$ cat config.mk
export PLATFORM = sky130hd
export DESIGN_NAME = axi_master_burst
export DESIGN_NICKNAME = d
export VERILOG_FILES = /design/src/rtl/axi_pkg.sv /design/src/rtl/axi_beat_counter.sv /design/src/rtl/axi_master_burst.sv
export SDC_FILE = /design/constraint.sdc
export NUM_CORES = 1
export LEC_CHECK = 0
export CAP_MARGIN = 10
export CORE_MARGIN = 3
export CORE_UTILIZATION = 37
export CTS_CLUSTER_DIAMETER = 60
export CTS_CLUSTER_SIZE = 20
export DETAILED_ROUTE_END_ITERATION = 12
export PLACE_DENSITY = 0.8
export SKIP_LAST_GASP = 1
export SYNTH_ARGS = -nofsm -noshare
export SYNTH_HDL_FRONTEND = slang
export SYNTH_SLANG_ARGS = --single-unit
$ cat constraint.sdc
create_clock -name aclk -period 1.7 [get_ports aclk]
set_input_delay 0.34 -clock aclk [delete_from_list [all_inputs] [get_ports aclk]]
set_output_delay 0.34 -clock aclk [all_outputs]
set_load 0.1 [all_outputs]
$ cat src/rtl/axi_pkg.sv
// Shared AXI definitions: burst encodings, response codes and the master FSM
// state type. Imported by axi_master_burst and its testbench.
package axi_pkg;

  localparam logic [1:0] BURST_FIXED = 2'b00;
  localparam logic [1:0] BURST_INCR  = 2'b01;
  localparam logic [1:0] BURST_WRAP  = 2'b10;

  localparam logic [1:0] RESP_OKAY   = 2'b00;
  localparam logic [1:0] RESP_EXOKAY = 2'b01;
  localparam logic [1:0] RESP_SLVERR = 2'b10;
  localparam logic [1:0] RESP_DECERR = 2'b11;

  typedef enum logic [2:0] {
    ST_IDLE,
    ST_WADDR,
    ST_WDATA,
    ST_WRESP,
    ST_RADDR,
    ST_RDATA
  } state_t;

endpackage

$ cat src/rtl/axi_beat_counter.sv
// Beat counter shared by the write-data and read-data phases of a burst.
// Restarts at beat 0 on load, counts handshakes, and flags the final beat.
module axi_beat_counter #(
  parameter int LEN_W = 4
) (
  input  logic             clk,
  input  logic             rst_n,
  input  logic             i_load,
  input  logic             i_inc,
  input  logic [LEN_W-1:0] i_len,
  output logic             o_last
);

  logic [LEN_W-1:0] r_count;

  // Restart on load; saturate instead of wrapping when a slave overruns the burst
  always_ff @(posedge clk or negedge rst_n) begin
    if (!rst_n) begin
      r_count <= '0;
    end else if (i_load) begin
      r_count <= '0;
    end else if (i_inc && (r_count != {LEN_W{1'b1}})) begin
      r_count <= r_count + 1'b1;
    end
  end

  assign o_last = (r_count == i_len);

endmodule

$ cat src/rtl/axi_master_burst.sv
// Command-driven AXI4 burst master. One command at a time: a write burst fed
// from a valid/ready client stream, or a read burst delivered as a valid-only
// stream. Completion is a one-cycle done pulse carrying the AXI response.
// Optional watchdog: define AXI_MASTER_TIMEOUT_EN to abort a stalled burst
// with DECERR after TMO_CYCLES cycles without any channel handshake.
module axi_master_burst
  import axi_pkg::*;
#(
  parameter int ADDR_W = 4,
  parameter int DATA_W = 32,
  parameter int LEN_W  = 4,
  parameter int STRB_W = 4,
  parameter int RESP_W = 2
`ifdef AXI_MASTER_TIMEOUT_EN
  ,
  parameter int TMO_CYCLES = 64
`endif
) (
  input  logic              aclk,
  input  logic              aresetn,
  input  logic              cmd_valid,
  output logic              cmd_ready,
  input  logic              cmd_write,
  input  logic [ADDR_W-1:0] cmd_addr,
  input  logic [LEN_W-1:0]  cmd_len,
  input  logic [1:0]        cmd_burst,
  input  logic [DATA_W-1:0] wr_data,
  input  logic              wr_valid,
  output logic              wr_ready,
  output logic [DATA_W-1:0] rd_data,
  output logic              rd_valid,
  output logic              rd_last,
  output logic              done,
  output logic [RESP_W-1:0] done_resp,
  output logic [ADDR_W-1:0] awaddr,
  output logic [LEN_W-1:0]  awlen,
  output logic [1:0]        awburst,
  output logic              awvalid,
  input  logic              awready,
  output logic [DATA_W-1:0] wdata,
  output logic [STRB_W-1:0] wstrb,
  output logic              wlast,
  output logic              wvalid,
  input  logic              wready,
  input  logic [RESP_W-1:0] bresp,
  input  logic              bvalid,
  output logic              bready,
  output logic [ADDR_W-1:0] araddr,
  output logic [LEN_W-1:0]  arlen,
  output logic [1:0]        arburst,
  output logic              arvalid,
  input  logic              arready,
  input  logic [DATA_W-1:0] rdata,
  input  logic [RESP_W-1:0] rresp,
  input  logic              rlast,
  input  logic              rvalid,
  output logic              rready
);

  function automatic logic [RESP_W-1:0] resp_max(input logic [RESP_W-1:0] a,
                                                 input logic [RESP_W-1:0] b);
    return (a > b) ? a : b;
  endfunction

  state_t              r_state;
  logic                r_cmd_ready, r_awvalid, r_arvalid, r_bready, r_rready;
  logic                r_rd_valid, r_rd_last, r_done, r_rlast_err;
  logic [ADDR_W-1:0]   r_addr;
  logic [LEN_W-1:0]    r_len;
  logic [1:0]          r_burst;
  logic [DATA_W-1:0]   r_rd_data;
  logic [RESP_W-1:0]   r_done_resp, r_rresp_max;

  logic w_load, w_inc, w_last, w_in_wdata, w_wvalid;
  logic w_aw_hs, w_w_hs, w_b_hs, w_ar_hs, w_r_hs, w_tmo, w_rlast_err_now;
  logic [RESP_W-1:0] w_rresp_now;

  assign w_load     = cmd_valid && r_cmd_ready;
  assign w_in_wdata = (r_state == ST_WDATA);
  assign w_wvalid   = w_in_wdata && wr_valid;
  assign w_aw_hs    = r_awvalid && awready;
  assign w_w_hs     = w_wvalid && wready;
  assign w_b_hs     = r_bready && bvalid;
  assign w_ar_hs    = r_arvalid && arready;
  assign w_r_hs     = r_rready && rvalid;
  assign w_inc      = w_w_hs || w_r_hs;

  // Running read status including the beat being accepted this cycle
  assign w_rresp_now     = resp_max(r_rresp_max, rresp);
  assign w_rlast_err_now = r_rlast_err || (rlast != w_last);

  axi_beat_counter #(.LEN_W(LEN_W)) u_beat_cnt (
    .clk    (aclk),
    .rst_n  (aresetn),
    .i_load (w_load),
    .i_inc  (w_inc),
    .i_len  (r_len),
    .o_last (w_last)
  );

`ifdef AXI_MASTER_TIMEOUT_EN
  localparam int TMO_W = $clog2(TMO_CYCLES + 1);
  logic [TMO_W-1:0] r_wdog;
  logic             w_any_hs;

  assign w_any_hs = w_aw_hs || w_w_hs || w_b_hs || w_ar_hs || w_r_hs;
  assign w_tmo    = (r_wdog == TMO_W'(TMO_CYCLES));

  // Watchdog counts busy cycles and restarts on any channel handshake
  always_ff @(posedge aclk or negedge aresetn) begin
    if (!aresetn) begin
      r_wdog <= '0;
    end else if ((r_state == ST_IDLE) || w_any_hs || w_tmo) begin
      r_wdog <= '0;
    end else begin
      r_wdog <= r_wdog + 1'b1;
    end
  end
`else
  assign w_tmo = 1'b0;
`endif

  // Burst sequencer: command capture, channel valids/readies and completion
  always_ff @(posedge aclk or negedge aresetn) begin
    if (!aresetn) begin
      r_state     <= ST_IDLE;
      r_cmd_ready <= 1'b0;
      r_awvalid   <= 1'b0;
      r_arvalid   <= 1'b0;
      r_bready    <= 1'b0;
      r_rready    <= 1'b0;
      r_rd_valid  <= 1'b0;
      r_rd_last   <= 1'b0;
      r_rd_data   <= '0;
      r_done      <= 1'b0;
      r_done_resp <= '0;
      r_addr      <= '0;
      r_len       <= '0;
      r_burst     <= '0;
      r_rresp_max <= '0;
      r_rlast_err <= 1'b0;
    end else begin
      r_done     <= 1'b0;
      r_rd_valid <= 1'b0;
      r_rd_last  <= 1'b0;
      if (w_tmo) begin
        r_awvalid   <= 1'b0;
        r_arvalid   <= 1'b0;
        r_bready    <= 1'b0;
        r_rready    <= 1'b0;
        r_done      <= 1'b1;
        r_done_resp <= RESP_W'(RESP_DECERR);
        r_cmd_ready <= 1'b1;
        r_state     <= ST_IDLE;
      end else begin
        case (r_state)
          ST_IDLE: begin
            r_cmd_ready <= 1'b1;
            if (w_load) begin
              r_cmd_ready <= 1'b0;
              r_addr      <= cmd_addr;
              r_len       <= cmd_len;
              r_burst     <= cmd_burst;
              r_rresp_max <= '0;
              r_rlast_err <= 1'b0;
              if (cmd_write) begin
                r_awvalid <= 1'b1;
                r_state   <= ST_WADDR;
              end else begin
                r_arvalid <= 1'b1;
                r_state   <= ST_RADDR;
              end
            end
          end
          ST_WADDR: begin
            if (w_aw_hs) begin
              r_awvalid <= 1'b0;
              r_state   <= ST_WDATA;
            end
          end
          ST_WDATA: begin
            if (w_w_hs && w_last) begin
              r_bready <= 1'b1;
              r_state  <= ST_WRESP;
            end
          end
          ST_WRESP: begin
            if (w_b_hs) begin
              r_bready    <= 1'b0;
              r_done      <= 1'b1;
              r_done_resp <= bresp;
              r_cmd_ready <= 1'b1;
              r_state     <= ST_IDLE;
            end
          end
          ST_RADDR: begin
            if (w_ar_hs) begin
              r_arvalid <= 1'b0;
              r_rready  <= 1'b1;
              r_state   <= ST_RDATA;
            end
          end
          ST_RDATA: begin
            if (w_r_hs) begin
              r_rd_valid  <= 1'b1;
              r_rd_data   <= rdata;
              r_rd_last   <= w_last;
              r_rresp_max <= w_rresp_now;
              r_rlast_err <= w_rlast_err_now;
              if (rlast) begin
                r_rready    <= 1'b0;
                r_done      <= 1'b1;
                r_done_resp <= w_rlast_err_now ? RESP_W'(RESP_SLVERR) : w_rresp_now;
                r_cmd_ready <= 1'b1;
                r_state     <= ST_IDLE;
              end
            end
          end
          default: r_state <= ST_IDLE;
        endcase
      end
    end
  end

  assign cmd_ready = r_cmd_ready;
  assign awaddr    = r_addr;
  assign awlen     = r_len;
  assign awburst   = r_burst;
  assign awvalid   = r_awvalid;
  assign araddr    = r_addr;
  assign arlen     = r_len;
  assign arburst   = r_burst;
  assign arvalid   = r_arvalid;
  assign wvalid    = w_wvalid;
  assign wdata     = w_in_wdata ? wr_data : '0;
  assign wstrb     = w_in_wdata ? {STRB_W{1'b1}} : '0;
  assign wlast     = w_in_wdata && w_last;
  assign wr_ready  = w_w_hs;
  assign bready    = r_bready;
  assign rready    = r_rready;
  assign rd_valid  = r_rd_valid;
  assign rd_data   = r_rd_data;
  assign rd_last   = r_rd_last;
  assign done      = r_done;
  assign done_resp = r_done_resp;

endmodule

==> Word-level counts from Yosys, hierarchy flattened <==
Cells that the tools add are included.
Widths: inputs -> output; s select.
{ "classes": {"shifts": 0, "n_reduce_logical": 31, "n_bitwise": 0, "addsub": 1, "n_eq_ne": 17, "mux": 53, "n_div": 0, "mul": 0, "order_cmp": 1} }
{ "op_table": {"columns": ["operator", "count"], "rows": [
  ["$mux 32", 1],
  ["$mux 1", 24],
  ["$mux 3", 8],
  ["$reduce_and 4->1", 5],
  ["$pmux 3 s6", 1],
  ["$mux 2", 7],
  ["$ne 2x2->1 const B", 7],
  ["$reduce_bool 2->1", 7],
  ["$mux 4", 3],
  ["$pmux 1 s2", 6],
  ["$logic_and 1x1->1", 10],
  ["$pmux 2 s2", 2],
  ["$reduce_and 7->1", 1],
  ["$eq 3x2->1 const B", 2],
  ["$eq 3x3->1 const B", 2],
  ["$reduce_and 3->1", 2],
  ["$add 4x1->4 const B", 1],
  ["$eq 4x4->1", 1],
  ["$ne 2x1->1 const B", 2],
  ["$ne 4x4->1 const B", 1],
  ["$reduce_and 2->1", 2],
  ["$eq 3x1->1 const B", 1],
  ["$logic_not 3->1", 1],
  ["$pmux 1 s3", 1],
  ["4 further kinds", 5]
]} }
{ "word_totals": {"reg_bits": 62, "romBits": 0, "latchBits": 0, "ramBits": 0, "memories": 0} }

==> Logic depth before layout (Yosys ltp) <==
Gate-level depths: netlist of run 1.
{ "logic_depth": {"depth_word": 7, "mapped_depth": 8} }

==> Hierarchy <==
A second synthesis of run 1 with hierarchy kept.
{ "hier_totals": {"cells_unflattened": 325, "hier_area_um2": 3101.7} }
{ "by_module_without_submodules": {"columns": ["mod", "n_inst", "seq_area_each_um2", "area_per_inst_um2", "cells_each"], "rows": [
  ["axi_master_burst", 1, 1451.4, 2842.7, 300],
  ["axi_beat_counter", 1, 100.1, 259.0, 25]
]} }

==> Worst setup path before layout of run 1 <==
OpenSTA, ideal clock, no wires.
{ "synth_path": {"path_type": "reg-to-output", "from": "reg r_len[1], in the netlist arlen[1]", "to": "out wlast", "required_ns": 1.360, "setup_slack_ns": -2.823, "stages_incl_launch_ff": 4, "arrival_time_ns": 4.183, "path_cell_list": "dfrtp_1 > xnor2_1 > nand4_2 > nor4_1"} }
{ "synth_between": {"elab_chain_cells": 2} }
{ "synth_rtl": {"columns": ["item", "line", "rtl"], "rows": [
  ["start: declaration", "axi_master_burst.sv:69", "logic [LEN_W-1:0] r_len;"],
  ["start signal: assignment", "axi_master_burst.sv:162", "r_len <= cmd_len;"],
  ["$eq 4x4->1", "axi_beat_counter.sv:27", "assign o_last = (r_count == i_len);"],
  ["$logic_and 1x1->1", "axi_master_burst.sv:237", "assign wlast = w_in_wdata && w_last;"],
  ["end: declaration", "axi_master_burst.sv:42", "output logic wlast,"]
]} }
No other way between the ends.

==> Worst setup path after layout of run 1 <==
{ "layout_path": {"from": "reg r_state[0]", "to": "out wdata[22]"} }
{ "layout_between": {"elab_chain_cells": 2} }
{ "layout_rtl": {"columns": ["item", "line", "rtl"], "rows": [
  ["start: declaration", "axi_master_burst.sv:65", "state_t r_state;"],
  ["start signal: assignment", "axi_master_burst.sv:126", "r_state <= ST_IDLE;"],
  ["start signal: assignment", "axi_master_burst.sv:154", "r_state <= ST_IDLE;"],
  ["start signal: assignment", "axi_master_burst.sv:168", "r_state <= ST_WADDR;"],
  ["$eq 3x2->1", "axi_master_burst.sv:79", "assign w_in_wdata = (r_state == ST_WDATA);"],
  ["$mux 32", "axi_master_burst.sv:235", "assign wdata = w_in_wdata ? wr_data : '0;"],
  ["end: declaration", "axi_master_burst.sv:40", "output logic [DATA_W-1:0] wdata,"]
]} }
No other way between the ends.

==> results of run 1 <==
-- layer usage --
| metal | share of wire (%) | wire length [um] | global-route usage [%] |
|---|---|---|---|
| met3 | 7.2 | 889 | 7.251 |
| met1 | 35 | 4368 | 26.00 |
| met5 | 0 | 0 | 0 |
| met2 | 54 | 6711 | 44.48 |
| met4 | 3.3 | 410 | 9.478 |
-- what timing repair did --
action                     CTS  global route
cloned                       4             4
buffers inserted            13             6
pin swaps                   25            11
setup endpoints to repair   50            88
gates resized for setup     17            33
-- final timing paths --
| kind | startpoint | end | slack [ps] | cells past startpoint |
|---|---|---|---|---|
| min reg2reg | rd_data[27] | rd_data[27] | 560 | 1 |
| max in group asynchronous | aresetn | arlen[3] | 1400 | 2 |
| max | r_state[0] | wdata[22] | -390 | 6 |
| min in group aclk | rd_data[27] | rd_data[27] | 560 | 1 |
| max reg2reg | r_rresp_max[1] | done_resp[0] | -80 | 7 |
| min | aresetn | rd_data[28] | 20 | 2 |
-- where the power goes --
| group | internal (mW) | total (mW) | leakage, nW | switching, mW |
|---|---|---|---|---|
| combinational | 4.53 | 11.7 | 2.23 | 7.13 |
| sequential | 2.06 | 2.81 | 0.785 | 0.744 |
| clock | 0.695 | 1.35 | 0.0982 | 0.658 |
| total | 7.28 | 15.8 | 3.12 | 8.53 |
-- flip-flops by register name, indices dropped and copies added, names as in the netlist, 2 cells and up --
signal	count
arburst	2
araddr	4
r_rresp_max	2
u_beat_cnt.r_count	4
r_state	3
done_resp	2
arlen	4
rd_data	32
-- stage by stage --
step	cells	util [%]	TNS, ps	setup WS, ps
floorplan	271	-	-881.8	-752.6
global placement	566	80.08	-6971	-286.7
detailed placement	566	80.08	-8300	-326.1
CTS	598	86.35	-13230	-389.9
global route	603	88.72	-15030	-443.2
finish	603	88.72	-12190	-389.0
-- layout make-up --
class / count / area [um^2] / share of cell area, %
flip-flops and latches: 62 / 1579 / 22.45
repair buffers: 241 / 3502 / 49.80
clock inverters: 7 / 78.83 / 1.121
clock buffers: 9 / 123.9 / 1.761
well taps: 102 / 127.6 / 1.815
multi-input cells: 173 / 1584 / 22.52
inverters: 9 / 37.54 / 0.5337
-- critical path: stages, from the launching register on --
cell	delay, ps
dfrtp_2	440
nor3b_4	260
buf_6	160
buf_12	120
clkbuf_16	130
and2_4	140
buf_12	160
-- cells in the final DEF, fill, tap and decap left out, types with 3 or more instances in the layout --
master	instances
buf_4	31
mux2_1	19
and2_4	33
xor2_1	3
inv_1	7
dfrtp_4	6
ha_1	3
nor2_1	11
mux2_2	9
dfrtp_2	4
mux2_4	14
clkinvlp_4	3
nand2_1	20
clkdlybuf4s50_1	87
clkbuf_8	9
buf_6	7
a21oi_1	7
xnor2_4	3
dfrtp_1	52
clkbuf_16	3
buf_12	109
nand3_1	9
-- cells by family (layout without fill, tap and decap cells) --
| logic type | Yosys count | after routing | share of synthesized area, % |
|---|---|---|---|
| muxes | 44 | 44 | 15.97 |
| buffers and inverters | 36 | 266 | 7.499 |
| DFF | 62 | 62 | 50.26 |
| AOI/OAI and AO/OA | 26 | 26 | 6.161 |
| xor gates and xnor gates | 7 | 7 | 1.986 |
| adders and majority gates | 4 | 4 | 1.621 |
| and+or+nand+nor | 92 | 92 | 16.50 |
==> flow_summary_export.csv, run 1 <==
group,metric,value,unit
run_status,outcome,"complete, but fails checks",
run_status,violations,"negative setup slack",
finish,fillCellCount,323,
worst_setup_path,setup.worst_path.end_class,"output port",
finish,finalNetCount,589,
logic_synthesis,synth_area,3087,um^2
logic_synthesis,syn_inst,271,
cts,clk_latency,330,ps
detailed_routing,drt-initial-drc-count,119,
cts,clk_pin_slew,90,ps
grt,grt_max_degree,63,
floorplanning,rows,32,
timing,finalHoldViolations,0,
grt,antenna_found_initial,0,
detailed_routing,vias,3064,
timing,fmax,0.4787,GHz
hold_path,hold_class,"primary input to asynchronous set/reset pin",
logic_synthesis,synth-edff-count,0,
detailed_routing,drc_errors,0,
detailed_routing,ant_nets,0,
logic_synthesis,synthFlopType,"dfrtp_1",
detailed_routing,firstDrtPassIters,4,
floorplanning,start_util,38.94,%
detailed_routing,post_drt_wl_per_cell,20.53,um
placed_design,place_area,6349,um^2
worst_setup_path,cp.arrival,1750,ps
logic_synthesis,seq_area_frac_synth,50.26,%
pwr,ir_worst_vdd,0.001846,V
logic_synthesis,synth_top_area_share,50.26,%
timing,slew_headroom,77.54,%
cts,clock-sinks,62,
timing,finalCriticalPeriod,2089,ps
detailed_routing,wl,12380,um
grt,grt_pass1_vias,3412,
placed_design,place.port_buffers,189,
timing,fin_crit_sh,122.9,%
worst_setup_path,cp_max_fo,4,
logic_synthesis,synth_nets,364,
pwr,power_density,2248,nW/um^2
floorplanning,io_pins,190,
logic_synthesis,ys_ff_latch,62,
timing,clock_skew,17.90,ps
detailed_routing,vias_per_cell,5.081,
logic_synthesis,synth_common_cells,"62 x dfrtp_1, 35 x and2_1, 33 x mux2_1",
timing,slew_viol_final,0,
timing,grt_setup_unrepaired,"true",
placed_design,gp_congestion,0.9094,
timing,whs,15.15,ps
timing,finalSetupViolCount,60,
worst_setup_path,crit_required,1360,ps
pwr,power,15.81,mW
floorplanning,core_area,7928,um^2
floorplanning,fp.dieH,97.34,um
logic_synthesis,yosys.area.top_type,"dfrtp_1",
worst_setup_path,crit_type,"flip-flop to output port",
cts,clk_path_buf_depth,2,
worst_setup_path,critPathLaunchType,"flip-flop",
logic_synthesis,synthArstFlopShare,100.0,%
logic_synthesis,avgSynthCellArea,11.39,um^2
cts,cts_inserted_buffers,9,
finish,drive_gt1_share,51.70,%
placed_design,hpwl,7920,um
cts,cts_root_buf,"clkbuf_8",
finish,antenna_cells,0,
finish,syn_to_final_growth,127.8,%
timing,fin_ws,-389.0,ps
logic_synthesis,ys_types,42,
grt,globalRouteOverflowTotal,0,
finish,stdcell_area,7033,um^2
cts,htreeDepth,3,
pwr,leakagePower,3.115,nW
timing,tightest_slew,333.9,ps
cts,postCtsHoldBufs,0,
grt,grt_usage,24.24,%
floorplanning,die_w,97.34,um
grt,grt_pass1_wl,18230,um
logic_synthesis,yosysMostFrequentCell,"dfrtp_1",
floorplanning,die_area,9474,um^2
cts,cts_tree,"built",
job,cap_viol_max_count,0,
logic_synthesis,synth.area.top_cells,"dfrtp_1 50%, mux2_1 12%, and2_1 7.1%",
logic_synthesis,yosys_warnings,0,
Note: power is estimated with default switching activity, not from simulation.
==> inputs of run 2 (changes only) <==
Settings changed: CORE_MARGIN 3 to 2, SLEW_MARGIN set to 20.
==> flow_summary_export.csv, run 2 (same netlist as run 1, synthesis figures left out) <==
group,metric,value,unit
run_status,outcome,"complete, but fails checks",
run_status,violations,"negative setup slack",
placed_design,dp_cells,567,
grt,grt_max_degree,49,
floorplanning,die_area,9089,um^2
worst_setup_path,crit_required,1360,ps
worst_setup_path,cp.arrival,1720,ps
finish,finalNetCount,588,
finish,fillCellCount,352,
grt,met2_usage,42.90,%
hold_path,hold_class,"primary input to flip-flop",
finish,syn_to_final_growth,130.0,%
timing,finalSetupViolCount,77,
cts,clk_pin_slew,70,ps
floorplanning,fp.dieH,95.34,um
worst_setup_path,cp_max_fo,2,
cts,cts_inserted_buffers,9,
cts,cts_root_buf,"clkbuf_8",
grt,busiest_layer,"met2",
finish,final_common_cell,"buf_12",
detailed_routing,drc_errors,0,
timing,fmax,0.4847,GHz
finish,ff_latch_area,1580,um^2
grt,grt_pass1_vias,3097,
grt,met3_usage,6.877,%
timing,clock_skew,3.072,ps
grt,globalRouteOverflowTotal,0,
grt,antenna_found_initial,1,
grt,grt_usage,23.70,%
timing,tightest_slew,417.3,ps
floorplanning,die_w,95.34,um
cts,clock-sinks,62,
worst_setup_path,setup.worst_path.end_class,"output port",
floorplanning,rows,33,
detailed_routing,vias_per_cell,5.010,
finish,layout.cells.non_filler,605,
worst_setup_path,critPathLaunchType,"flip-flop",
timing,grt_setup_unrepaired,"true",
timing,fin_crit_sh,121.4,%
detailed_routing,firstDrtPassIters,4,
worst_setup_path,rrSetupSlack,-210,ps
grt,grt_pass1_wl,16090,um
timing,slew_viol_final,0,
finish,stdcell_area,7099,um^2
timing,slew_headroom,71.92,%
cts,clk_path_buf_depth,2,
cts,cts_tree,"built",
finish,multiInputGateArea,1575,um^2
detailed_routing,post_drt_wl_per_cell,19.74,um
finish,drive_gt1_share,50.50,%
detailed_routing,vias,3031,
grt,gr-usage-met1,25.46,%
finish,mostFrequentLayoutCells,"107 x buf_12, 86 x clkdlybuf4s50_1, 51 x dfrtp_1, 33 x and2_4, 29 x mux2_1",
worst_setup_path,crit_type,"flip-flop to output port",
detailed_routing,wl,11940,um
placed_design,place_area,6362,um^2
floorplanning,io_pins,190,
cts,clk_latency,330,ps
detailed_routing,ant_nets,0,
placed_design,place.port_buffers,189,
placed_design,pre_cts_slack,-321.8,ps
placed_design,gp_congestion,0.8588,
placed_design,hpwl,7825,um
floorplanning,core_area,8134,um^2
cts,htreeDepth,3,
timing,finalHoldViolations,0,
timing,finalCriticalPeriod,2063,ps
detailed_routing,drt-initial-drc-count,214,
finish,largest_reg_flops,32,
floorplanning,start_util,37.95,%
job,cap_viol_max_count,0,
timing,fin_ws,-363.2,ps
## run 2: cell types whose count changed in the layout (fill, tap and decap cells not counted), moves of 3 or more
cell,previous run,this run
buf_4,31,27
clkbuf_8,9,12
mux2_1,19,29
mux2_4,14,4
## run 2: stage by stage
step / hold WS, ps / utilization (%) / setup TNS [ps]
6_report: 450.6 / 87.28 / -13910
5_1_grt: 467.2 / 87.28 / -19120
4_1_cts: 467.1 / 82.80 / -10910
3_5_place_dp: 267.3 / 78.22 / -9777
3_3_place_gp: 271.3 / 78.22 / -7811
2_1_floorplan: 44.41 / - / -881.8
## run 2: metal layers
| metal | vias to the layer above | wire [um] |
|---|---|---|
| met2 | 150 | 6753 |
| met4 | 0 | 479 |
| met3 | 36 | 688 |
| met1 | 1479 | 4021 |
| li1 | 1366 | - |
| met5 | - | 0 |
## run 2: area by class of cell
| type | instances | share of cell area [%] |
|---|---|---|
| Antenna cell | 1 | 0.03525 |
| Clock inverter | 3 | 1.269 |
| Clock buffer | 12 | 2.326 |
| Inverter | 9 | 0.5287 |
| Sequential cell | 62 | 22.26 |
| Multi-Input combinational cell | 173 | 22.19 |
| Timing Repair Buffer | 240 | 49.54 |
| Tap cell | 105 | 1.851 |
## run 2: final timing paths
kind,cells after the start,to,from
max in group asynchronous,3,cmd_ready,aresetn
worst max register to register,9,u_beat_cnt.r_count[0],r_state[1]
worst min-delay path,4,r_rresp_max[1],rresp[1]
worst min register to register,2,r_rresp_max[0],r_rresp_max[0]
min in group asynchronous,2,araddr[1],aresetn
worst max-delay path,4,wlast,u_beat_cnt.r_count[2]
## run 2: repair_timing
| action | in CTS | in global routing |
|---|---|---|
| resized for setup | 8 | 39 |
| pin swaps | 7 | 27 |
| cloned | 1 | 7 |
| endpoints found under the hold margin | 14 | 0 |
| setup buffers | 7 | 6 |
| setup endpoints to repair | 50 | 90 |
| hold buffers | 1 | 0 |
## run 2: critical path, stage by stage, from the launching register on
cell and delay, ps:
dfrtp_1 470, xnor2_4 240, nand4_4 160, nor4_4 300, buf_12 220
Power of run 2 is left out: the tool's default activity adds up to more than one toggle a clock period on the data nets, which glitch-free logic cannot reach.
